<file path="config.mk">
export PLATFORM = sky130hd
export DESIGN_NAME = nibble_serial_tx
export DESIGN_NICKNAME = d
export VERILOG_FILES = /design/src/rtl/nibble_serial_tx_pkg.sv /design/src/rtl/nibble_fifo.sv /design/src/rtl/nibble_serial_tx.sv
export SDC_FILE = /design/constraint.sdc
export NUM_CORES = 1
export LEC_CHECK = 0
export CORE_ASPECT_RATIO = 1.4
export CORE_MARGIN = 5
export CORE_UTILIZATION = 55
export DETAILED_ROUTE_END_ITERATION = 10
export PLACE_DENSITY_LB_ADDON = 0.2
export SYNTH_ARGS = -nofsm -noshare
export SYNTH_HDL_FRONTEND = slang
export SYNTH_HIERARCHICAL = 1
export SYNTH_SLANG_ARGS = --single-unit
export TNS_END_PERCENT = 100
</file>
<file path="constraint.sdc">
create_clock -name clk -period 5.55 [get_ports clk]
set_input_delay 1.11 -clock clk [delete_from_list [all_inputs] [get_ports clk]]
set_output_delay 1.11 -clock clk [all_outputs]
set_load 0.1 [all_outputs]
</file>
<file path="src/rtl/nibble_serial_tx_pkg.sv">
// Shared definitions for the nibble serial link: frame levels, sizes and the
// FSM state encoding used by both the transmitter and the receiver.
package nibble_serial_tx_pkg;

  localparam int unsigned DATA_BITS  = 4;
  localparam int unsigned DATA_IDX_W = 2;
  localparam logic        START_LVL  = 1'b0;
  localparam logic        STOP_LVL   = 1'b1;

  typedef logic [DATA_BITS-1:0] nibble_t;

  typedef enum logic [2:0] {
    ST_IDLE  = 3'd0,
    ST_START = 3'd1,
    ST_DATA  = 3'd2,
    ST_STOP  = 3'd3,
    ST_GAP   = 3'd4
  } tx_state_e;

  function automatic int unsigned max_u(input int unsigned a, input int unsigned b);
    return (a > b) ? a : b;
  endfunction

endpackage

</file>
<file path="src/rtl/nibble_fifo.sv">
// Small nibble FIFO with occupancy count and a registered ready flag.
module nibble_fifo
  import nibble_serial_tx_pkg::*;
#(
  parameter int unsigned DEPTH = 4
) (
  input  logic                         clk,
  input  logic                         rst,
  input  logic                         push,
  input  logic                         pop,
  input  nibble_t                      wdata,
  output nibble_t                      rdata_c,
  output logic                         empty_c,
  output logic                         ready,
  output logic [$clog2(DEPTH+1)-1:0]   count
);

  localparam int unsigned PTR_W = $clog2(DEPTH);
  localparam int unsigned CNT_W = $clog2(DEPTH + 1);

  nibble_t          mem [DEPTH];
  logic [PTR_W-1:0] wr_ptr;
  logic [PTR_W-1:0] rd_ptr;
  logic             full_c;
  logic             wr_en;
  logic             rd_en;

  assign full_c  = (count == CNT_W'(DEPTH));
  assign empty_c = (count == '0);
  assign rdata_c = mem[rd_ptr];
  assign wr_en   = push && !full_c;
  assign rd_en   = pop && !empty_c;

  always_ff @(posedge clk) begin
    if (wr_en) mem[wr_ptr] <= wdata;
  end

  // Ready ignores a same-cycle pop, so it recovers one edge after space frees up.
  always_ff @(posedge clk or posedge rst) begin
    if (rst) begin
      wr_ptr <= '0;
      rd_ptr <= '0;
      count  <= '0;
      ready  <= 1'b1;
    end else begin
      if (wr_en) wr_ptr <= wr_ptr + PTR_W'(1);
      if (rd_en) rd_ptr <= rd_ptr + PTR_W'(1);
      case ({wr_en, rd_en})
        2'b10:   count <= count + CNT_W'(1);
        2'b01:   count <= count - CNT_W'(1);
        default: count <= count;
      endcase
      ready <= !(full_c || (wr_en && (count == CNT_W'(DEPTH - 1))));
    end
  end

endmodule

</file>
<file path="src/rtl/nibble_serial_tx.sv">
// Buffers 4-bit codes and serialises each as start, 4 data bits LSB first,
// stop, with optional idle gap, onto a single idle-high line.
module nibble_serial_tx
  import nibble_serial_tx_pkg::*;
#(
  parameter int unsigned FIFO_DEPTH = 4,
  parameter int unsigned BIT_CYCLES = 1,
  parameter int unsigned GAP_BITS   = 0
) (
  input  logic                              clk,
  input  logic                              rst,
  input  logic [3:0]                        i_data,
  input  logic                              i_valid,
  output logic                              o_ready,
  output logic                              o_TX_Bit,
  output logic                              o_busy,
  output logic [$clog2(FIFO_DEPTH+1)-1:0]   o_fifo_count
);

  localparam int unsigned BC_W     = (BIT_CYCLES > 1) ? $clog2(BIT_CYCLES) : 1;
  localparam int unsigned IDX_W    = $clog2(max_u(DATA_BITS, GAP_BITS));
  localparam int unsigned GAP_LAST = (GAP_BITS > 0) ? GAP_BITS - 1 : 0;

  tx_state_e        state, state_n;
  logic [BC_W-1:0]  cnt, cnt_n;
  logic [IDX_W-1:0] idx, idx_n;
  nibble_t          shift, shift_n;
  nibble_t          rdata_c;
  logic             empty_c;
  logic             push_c;
  logic             pop_c;
  logic             bit_done_c;
  logic             frame_end_c;
  logic             tx_n;

  assign push_c     = i_valid && o_ready;
  assign bit_done_c = (cnt == BC_W'(BIT_CYCLES - 1));

  nibble_fifo #(.DEPTH(FIFO_DEPTH)) u_fifo (
    .clk     (clk),
    .rst     (rst),
    .push    (push_c),
    .pop     (pop_c),
    .wdata   (i_data),
    .rdata_c (rdata_c),
    .empty_c (empty_c),
    .ready   (o_ready),
    .count   (o_fifo_count)
  );

  always_ff @(posedge clk or posedge rst) begin
    if (rst) begin
      state    <= ST_IDLE;
      cnt      <= '0;
      idx      <= '0;
      shift    <= '0;
      o_TX_Bit <= STOP_LVL;
      o_busy   <= 1'b0;
    end else begin
      state    <= state_n;
      cnt      <= cnt_n;
      idx      <= idx_n;
      shift    <= shift_n;
      o_TX_Bit <= tx_n;
      o_busy   <= (state_n != ST_IDLE);
    end
  end

  // Next state; frame_end_c funnels IDLE, STOP and GAP into one pop-or-idle exit.
  always_comb begin
    state_n     = state;
    cnt_n       = cnt;
    idx_n       = idx;
    shift_n     = shift;
    pop_c       = 1'b0;
    frame_end_c = 1'b0;
    tx_n        = STOP_LVL;

    if (state != ST_IDLE) cnt_n = bit_done_c ? '0 : cnt + BC_W'(1);

    case (state)
      ST_IDLE:  frame_end_c = 1'b1;
      ST_START: begin
        if (bit_done_c) begin
          state_n = ST_DATA;
          idx_n   = '0;
        end
      end
      ST_DATA: begin
        if (bit_done_c) begin
          if (idx == IDX_W'(DATA_BITS - 1)) state_n = ST_STOP;
          else                              idx_n   = idx + IDX_W'(1);
        end
      end
      ST_STOP: begin
        if (bit_done_c) begin
          if (GAP_BITS > 0) begin
            state_n = ST_GAP;
            idx_n   = '0;
          end else begin
            frame_end_c = 1'b1;
          end
        end
      end
      ST_GAP: begin
        if (bit_done_c) begin
          if (idx == IDX_W'(GAP_LAST)) frame_end_c = 1'b1;
          else                         idx_n       = idx + IDX_W'(1);
        end
      end
      default: state_n = ST_IDLE;
    endcase

    if (frame_end_c) begin
      if (!empty_c) begin
        pop_c   = 1'b1;
        shift_n = rdata_c;
        state_n = ST_START;
        cnt_n   = '0;
      end else begin
        state_n = ST_IDLE;
      end
    end

    case (state_n)
      ST_START: tx_n = START_LVL;
      ST_DATA:  tx_n = shift_n[idx_n[DATA_IDX_W-1:0]];
      default:  tx_n = STOP_LVL;
    endcase
  end

endmodule

</file>
==> flow_summary.json <==
{
  "coreArea_um2": 3090,
  "post-cts-setup-buffer-count": 0,
  "pin_count": 13,
  "ys_ff_latch": 36,
  "relSlewSlack": 0.343,
  "clock-root-buffer": "clkbuf_8",
  "arrival_ns": 2.00,
  "io_buffers": 12,
  "cts_buffers": 5,
  "final_common_cell": "dfrtp_1",
  "holdCritPathClass": "flip-flop to flip-flop",
  "grt_pass1_vias": 1086,
  "holdBufCountCts": 0,
  "fin_cells": 180,
  "fin_crit_ns": 3.11,
  "worst_slack_ns": 2.44,
  "htree_levels": 2,
  "start_kind": "flip-flop",
  "clock_latency_ns": 0.29,
  "worst_hold_startpoint": "shift[1]$_DFF_PP0_",
  "path_buf_inv": 1,
  "wl_per_cell_um": 15.4,
  "maxCapViolations": 0,
  "crit_path_max_fanout": 7,
  "fmax_ghz": 0.321,
  "cp.required_ns": 4.44,
  "dr.first_iter.drc_count": 31,
  "grt_max_degree": 13,
  "synthCells": 124,
  "hold_viol": 0,
  "async_flop_share": 0.556,
  "crit_chain": "clkdlybuf4s50_1",
  "setup_tns_ns": 0,
  "clock_skew_ns": 0.00593,
  "reg2reg_from": "idx[0]$_DFF_PP0_",
  "vias": 978,
  "layout_common_cells": "18 x dfrtp_1, 16 x edfxtp_1, 12 x clkdlybuf4s50_1",
  "antenna_cells": 0,
  "crit_family": "buffers and inverters",
  "hold_end": "shift[1]$_DFF_PP0_",
  "initial_utilization": 0.571,
  "max_stage_delay_ns": 1.20,
  "die_h_um": 77.0,
  "drive_above_1_share": 0.220,
  "hold_depth": 1,
  "setup_violations": 0,
  "drtPass1Iterations": 3,
  "critPathSlowestCell": "clkdlybuf4s50_1",
  "post_cts_resize_count": 0,
  "die_width_um": 57.9,
  "routed_wirelength_um": 2760,
  "place_ws_ns": 2.51,
  "worstRegToRegCells": 13,
  "track_usage": 0.145,
  "grt-ovfl-total": 0,
  "path_clk_slew_ns": 0.07,
  "rsz0062_at_grt": "no",
  "ant_nets": 0,
  "area_delta_synth_final_pct": 14.1,
  "gp_congestion": 0.803,
  "path_class": "flip-flop to output pin",
  "maxSlewViolCount": 0,
  "status": "finished clean",
  "routed_via_density": 5.43,
  "synth_cell_types": 38,
  "final_nets": 158,
  "clockBufferDepth": 2,
  "synth-edff-count": 16,
  "yosysWarnings": 6,
  "r2r_slack_ns": 3.03,
  "dp_hpwl_um": 2160,
  "timing.final.crit_share": 0.561,
  "placed_cells": 172,
  "clock_sinks": 36,
  "dieArea_um2": 4460,
  "postLayoutCoreUtil": 0.651,
  "grt_first_pass_wirelength_um": 4860,
  "num_rows": 24,
  "r2r_end": "u_fifo/count[2]$_DFFE_PP0P_",
  "cts_tree": "done",
  "synth_area_um2": 1770,
  "synth-main-ff-cell": "dfrtp_1",
  "syn_nets": 142,
  "antenna_found_initial": 0,
  "endpoint_kind": "output pin",
  "synth_area_per_cell_um2": 14.2,
  "drc": 0,
  "max_slew.worst_pin.slew_ns": 0.982,
  "yosysSeqAreaShare": 0.557
}
layout make-up:
cell class,instances,area (µm²)
Inverter,12,45.0
Multi-Input combinational cell,73,709
Fill cell,219,1080
Tap cell,39,48.8
Clock buffer,6,72.6
Clock inverter,2,35.0
Sequential cell,36,983
Timing Repair Buffer,12,120
per-stage QoR:
step | hold slack (ns) | area, µm²
6_report | 0.501 | 2010
5_1_grt | 0.520 | 2010
4_1_cts | 0.504 | 2010
3_5_place_dp | 0.484 | 1910
2_1_floorplan | 0.467 | 1770
3_3_place_gp | 0.482 | 1910
cells in the mapped netlist (3+ instances only):
master    number  area [µm²]
dfrtp_1       18         450
edfxtp_1      16         480
ha_1          10         125
inv_1         10        37.5
nand2_1        6        22.5
mux2_4         5        75.1
nor2_1         5        18.8
and2_2         4        30.0
mux2i_1        4        40.0
xor2_1         4        35.0
a21oi_1        3        15.0
nand2b_1       3        18.8
xnor2_1        3        26.3
per-layer routing:
layer  share of wire  vias to the layer above  GRT usage
li1                -                      464          -
met1            0.38                      497      0.144
met2            0.57                        9      0.261
met3           0.030                        8     0.0471
met4           0.021                        0     0.0719
met5               0                        -          0
worst max-delay path by stage:
stage	to	start	cells past startpoint
6_report	o_fifo_count[2]	u_fifo/count[2]$_DFFE_PP0P_	1
5_1_grt	o_fifo_count[2]	u_fifo/count[2]$_DFFE_PP0P_	1
4_1_cts	o_fifo_count[2]	u_fifo/count[2]$_DFFE_PP0P_	1
3_5_place_dp	u_fifo/count[2]$_DFFE_PP0P_	i_valid	10
3_3_place_gp	u_fifo/count[2]$_DFFE_PP0P_	i_valid	10
2_1_floorplan	u_fifo/count[2]$_DFFE_PP0P_	u_fifo/count[0]$_DFFE_PP0P_	10
registers in the layout, indices dropped and copies added (netlist names), 2 cells and up:
register,cells
idx,2
shift,4
state,3
u_fifo/count,3
u_fifo/mem,16
u_fifo/rd_ptr,2
u_fifo/wr_ptr,2
logic make-up after synthesis:
logic type      after synthesis  synth area share
flops                        36             0.557
xor+xnor                      7            0.0347
compound gates               14            0.0772
buf+inv                      15            0.0411
mux                          13             0.120
simple gates                 28            0.0872
fa+ha+maj                    11            0.0822
Power is not shown: default switching activity piles up to over one toggle a cycle in this logic, so the estimate is an artifact.
==> RTL change 1: new RTL, same flow settings <==
`DATA_IDX_W`: 2 -> 1.
--- a/src/rtl/nibble_serial_tx_pkg.sv
+++ b/src/rtl/nibble_serial_tx_pkg.sv
@@ -5,3 +5,3 @@
   localparam int unsigned DATA_BITS  = 4;
-  localparam int unsigned DATA_IDX_W = 2;
+  localparam int unsigned DATA_IDX_W = 1;
   localparam logic        START_LVL  = 1'b0;
Function: changed (Yosys sat finds a counterexample within 10 cycles, from zero or initial values and one cycle with rst high).
==> RTL change 1 against the original RTL <==
Core utilization is 0.66 points lower; final cell count is 14% lower; area after synthesis down 20%; clock skew shrank 0.0048 ns; fmax shrank 1.4%; synthesized cell count fell by 9.7%; sequential cell count is 10 lower; setup slack lost 0.043 ns; non-clock buffer count is 2 lower; wire length decreased by 20%; design area shrank 22%.
Power is not shown: default switching activity piles up to over one toggle a cycle in this logic, so the estimate is an artifact.
==> RTL change 1: results (changes against the original RTL) <==
Parameter                              Value

Setup path
  Maximum fanout along the worst path ... 7 (unchanged)
  Worst path slowest cell ... clkdlybuf4s50_1
  Top Family by Delay on Critical Path ... buffers and inverters
  Number of cells on the worst reg-to-reg path ... 11 (-2)
  Stage delay of the slowest cell on the critical path ... 1.20 ns (about the same)

Clock tree
  TritonCTS buffer count ... 3 (-2)
  Clock slew at the register clock pins of the worst setup and hold paths ... 0.14 ns (+0.07 ns)
  Number of buffers inserted to repair setup after CTS ... 0 (unchanged)
  CTS H-tree lvls ... 1 (-1)
  Clk_lat worst skew ... 0.32 ns (+0.03 ns)
  Post-cts sizing count ... 0 (unchanged)
  Max Root-Sink Buffers ... 2 (unchanged)
  CTS Root Cell ... clkbuf_4

Place
  Routability cong. ... 0.766 (-4.5%)
  Estimated wirelength of the detail-placed design ... 1730 um (-20%)
  Number of buffer cells added on primary ports ... 10 (-2)
  Worst slack after detailed placement ... 2.51 ns (-0.00450 ns)

Route
  Iteration-0 DRC Markers ... 29 (-6.5%)
  First-pass iteration count of the detailed router ... 4 (+1)
  Post-detailed-route via-to-cell ratio ... 5.22 (-3.9%)
  Routed wire length ... 2220 um (-20%)

Cells and area
  Biggest registers after layout ... u_fifo/mem: 8 flops, state: 3 flops, u_fifo/count: 3 flops
  Net total in the final layout ... 139 (-12%)
  Final antenna diode count ... 0 (unchanged)
  Fillcell total ... 190 (-13%)
  Fraction of layout cells with a size suffix above 1 ... 0.190 (-0.0298)

Timing
  Number of endpoints failing setup at the final stage ... 0 (unchanged)
  Clk_skew ... 0.00116 ns (-0.00477 ns)
  Slew margin rel. ... 0.347 (+0.00400)

Hold path
  Worst hold path cell count ... 1 (unchanged)
  Hold Path Class ... flip-flop to flip-flop

Global routing
  First-pass GRT wire length ... 3970 um (-18%)
  Pin count of the biggest net entering global routing ... 16 (+3)
  Total routing usage reported by global routing ... 0.143 (-0.00200)
  Antenna violations before repair ... 0 (unchanged)
  Vias in the first global route ... 893 (-18%)
  GRT Residual Overflow ... 0 (unchanged)

Logic synthesis
  Synthesis Warnings ... 6 (unchanged)
  Synthesized netlist net count ... 129 (-9.2%)

Status
  Run status ... finished, final reports clean
[RTL change 1: per-stage QoR]
step | area (um^2) | instances | hold WS, ns
after floorplan | 1420 | 112 | 0.475
after global placement | 1520 | 151 | 0.492
after detailed placement | 1520 | 151 | 0.490
after CTS | 1580 | 155 | 0.521
after global routing | 1580 | 155 | 0.548
final | 1580 | 155 | 0.518
[RTL change 1: cell type report]
cell class / instances / area share
Sequential cell: 26 / 0.440
Multi-Input combinational cell: 70 / 0.410
Timing Repair Buffer: 10 / 0.0635
Tap cell: 34 / 0.0270
Inverter: 11 / 0.0262
Clock inverter: 1 / 0.0191
Clock buffer: 3 / 0.0143
[RTL change 1: routing by layer]
layer / GRT usage / part of all wire / up-vias
li1: - / - / 401
met1: 0.172 / 0.42 / 395
met2: 0.236 / 0.55 / 9
met3: 0.0277 / 0.017 / 4
met4: 0.0739 / 0.017 / 0
met5: 0 / 0 / -
[RTL change 1: path summary, 6_finish.rpt]
path / to / startpoint / slack, ns
max in group asynchronous: o_TX_Bit / rst / 4.14
min reg2reg: shift[1] / shift[1] / 0.52
max: o_fifo_count[2] / u_fifo/count[2] / 2.39
min in group asynchronous: u_fifo/wr_ptr[1] / rst / 1.06
max reg2reg: u_fifo/count[2] / idx[0] / 2.69
min: shift[1] / shift[1] / 0.52
==> RTL change 2: new RTL, config.mk and constraints unchanged <==
Made on the original files. Make the reset (`rst`) synchronous in 2 clocked blocks.
--- a/src/rtl/nibble_fifo.sv
+++ b/src/rtl/nibble_fifo.sv
@@ -38,3 +38,3 @@
   // Ready ignores a same-cycle pop, so it recovers one edge after space frees up.
-  always_ff @(posedge clk or posedge rst) begin
+  always_ff @(posedge clk) begin
     if (rst) begin
--- a/src/rtl/nibble_serial_tx.sv
+++ b/src/rtl/nibble_serial_tx.sv
@@ -50,3 +50,3 @@
 
-  always_ff @(posedge clk or posedge rst) begin
+  always_ff @(posedge clk) begin
     if (rst) begin
Function: differs if rst is asserted again (counterexample within 4 cycles, from zero or initial values and one cycle with rst high); with rst held inactive, the same outputs for 10 cycles.
==> RTL change 2 against the original RTL <==
Wire length rose by 21%; register-to-register slack got worse by 0.62 ns; count of clock-buffer cells in the layout fell by 1; largest cell class unchanged; sequential share of layout area fell by 5.9 points; die area rose by 6.1%; sequential cell count rose by 2; core utilization fell by 1.0 points; area after synthesis rose by 7.2%; design area rose by 6.5%; non-clock buffer count did not move; setup slack got worse by 0.026 ns.
==> RTL change 2: results (changes against the original RTL) <==
Parameter                              Value

Route
  Total number of vias ... 1253 (+28%)
  Iteration-0 DRC Markers ... 48 (+55%)

Setup path
  Worst r2r src ... u_fifo/count[2]
  Minimum setup slack among reg-to-reg paths ... 2.41 ns (-0.62 ns)
  End of the worst register-to-register path ... u_fifo/count[2]
  Maximum fanout along the worst path ... 8 (+1)
  Top Family by Delay on Critical Path ... simple AND/OR/NAND/NOR gates

Logic synthesis
  Sequential-to-total area share from yosys stat ... 0.486 (-0.0706)
  Synthesized netlist net count ... 185 (+30%)
  Ys flop type ... dfxtp_1
  Post-synthesis share of cell area spent on xor and xnor gates ... 0.0185 (-0.0162)
  Proportion of synthesized flip-flops having asynchronous set or reset ... 0 (-0.556)
  Complex-gate fraction of the synthesized area ... 0.110 (+0.0331)
  Cell variety after synth ... 43 (+13%)
  Area share of fa/ha/maj cells after synthesis ... 0.0767 (-0.00554)
  Mux contribution to synthesized area ... 0.0998 (-0.0207)
  Cell types with the largest area share after synthesis ... edfxtp_1, dfxtp_1, ha_1, mux4_2, nor2_1

Global routing
  Met2 track utilization from global routing ... 0.291 (+0.0297)
  Met1 demand-to-capacity share in global routing ... 0.168 (+0.0231)

Timing
  Clk_skew ... 0.00396 ns (-0.00197 ns)
  Slew margin rel. ... 0.351 (+0.00755)

Hold path
  Hold EP ... u_fifo/rd_ptr[1]
  Startpoint of the lowest-slack hold path ... u_fifo/rd_ptr[1]

Place
  Post-place instance area ... 2010 um^2 (+5.6%)
  Routability cong. ... 0.823 (+2.5%)

Cells and area
  Fraction of layout cells with a size suffix above 1 ... 0.139 (-0.0810)

Status
  Run status ... finished, final reports clean
[RTL change 2: changes by cell type in the layout (fill, tap and decap cells not counted), sizes merged, moves of 5 or more]
cell	delta
dfrtp	-18
o21ai	+5
dfxtp	+22
nor2	+15
a21oi	+6
[RTL change 2: layer usage]
metal | share of wire | vias up | wire [um]
met1 | 0.39 | 610 | 1300
met4 | 0.020 | 0 | 67
met3 | 0.031 | 6 | 104
met5 | 0 | - | 0
li1 | - | 614 | -
met2 | 0.56 | 23 | 1860
[RTL change 2: power by group]
group,internal (mW),leakage [nW],total (mW),switching (mW)
registers,0.358,0.327,0.431,0.0722
clock network,0.178,0.0658,0.272,0.0944
logic,0.220,0.412,0.556,0.335
total,0.756,0.805,1.26,0.502
[RTL change 2: how the worst max path moves through the flow]
stage,startpoint,endpoint,slack (ns),cells past startpoint
final,u_fifo/count[2],u_fifo/count[2],2.41,12
after global routing,u_fifo/count[2],u_fifo/count[2],2.25,12
after CTS,u_fifo/count[2],u_fifo/count[2],2.43,12
after detailed placement,i_valid,u_fifo/count[2],2.14,10
after global placement,i_valid,u_fifo/count[2],2.27,10
after floorplan,u_fifo/count[2],u_fifo/count[2],2.18,12
[RTL change 2: layout make-up]
cell class | count | area, um^2
Fill cell | 243 | 1200
Sequential cell | 38 | 921
Multi-Input combinational cell | 110 | 877
Timing Repair Buffer | 12 | 120
Clock buffer | 5 | 68.8
Clock inverter | 3 | 63.8
Tap cell | 40 | 50.0
Inverter | 12 | 45.0
[RTL change 2: through the flow]
step                hold WS [ns]  std cells
global placement           0.470        212
CTS                        0.506        220
global route               0.520        220
detailed placement         0.492        212
finish                     0.510        220
floorplan                  0.454        167
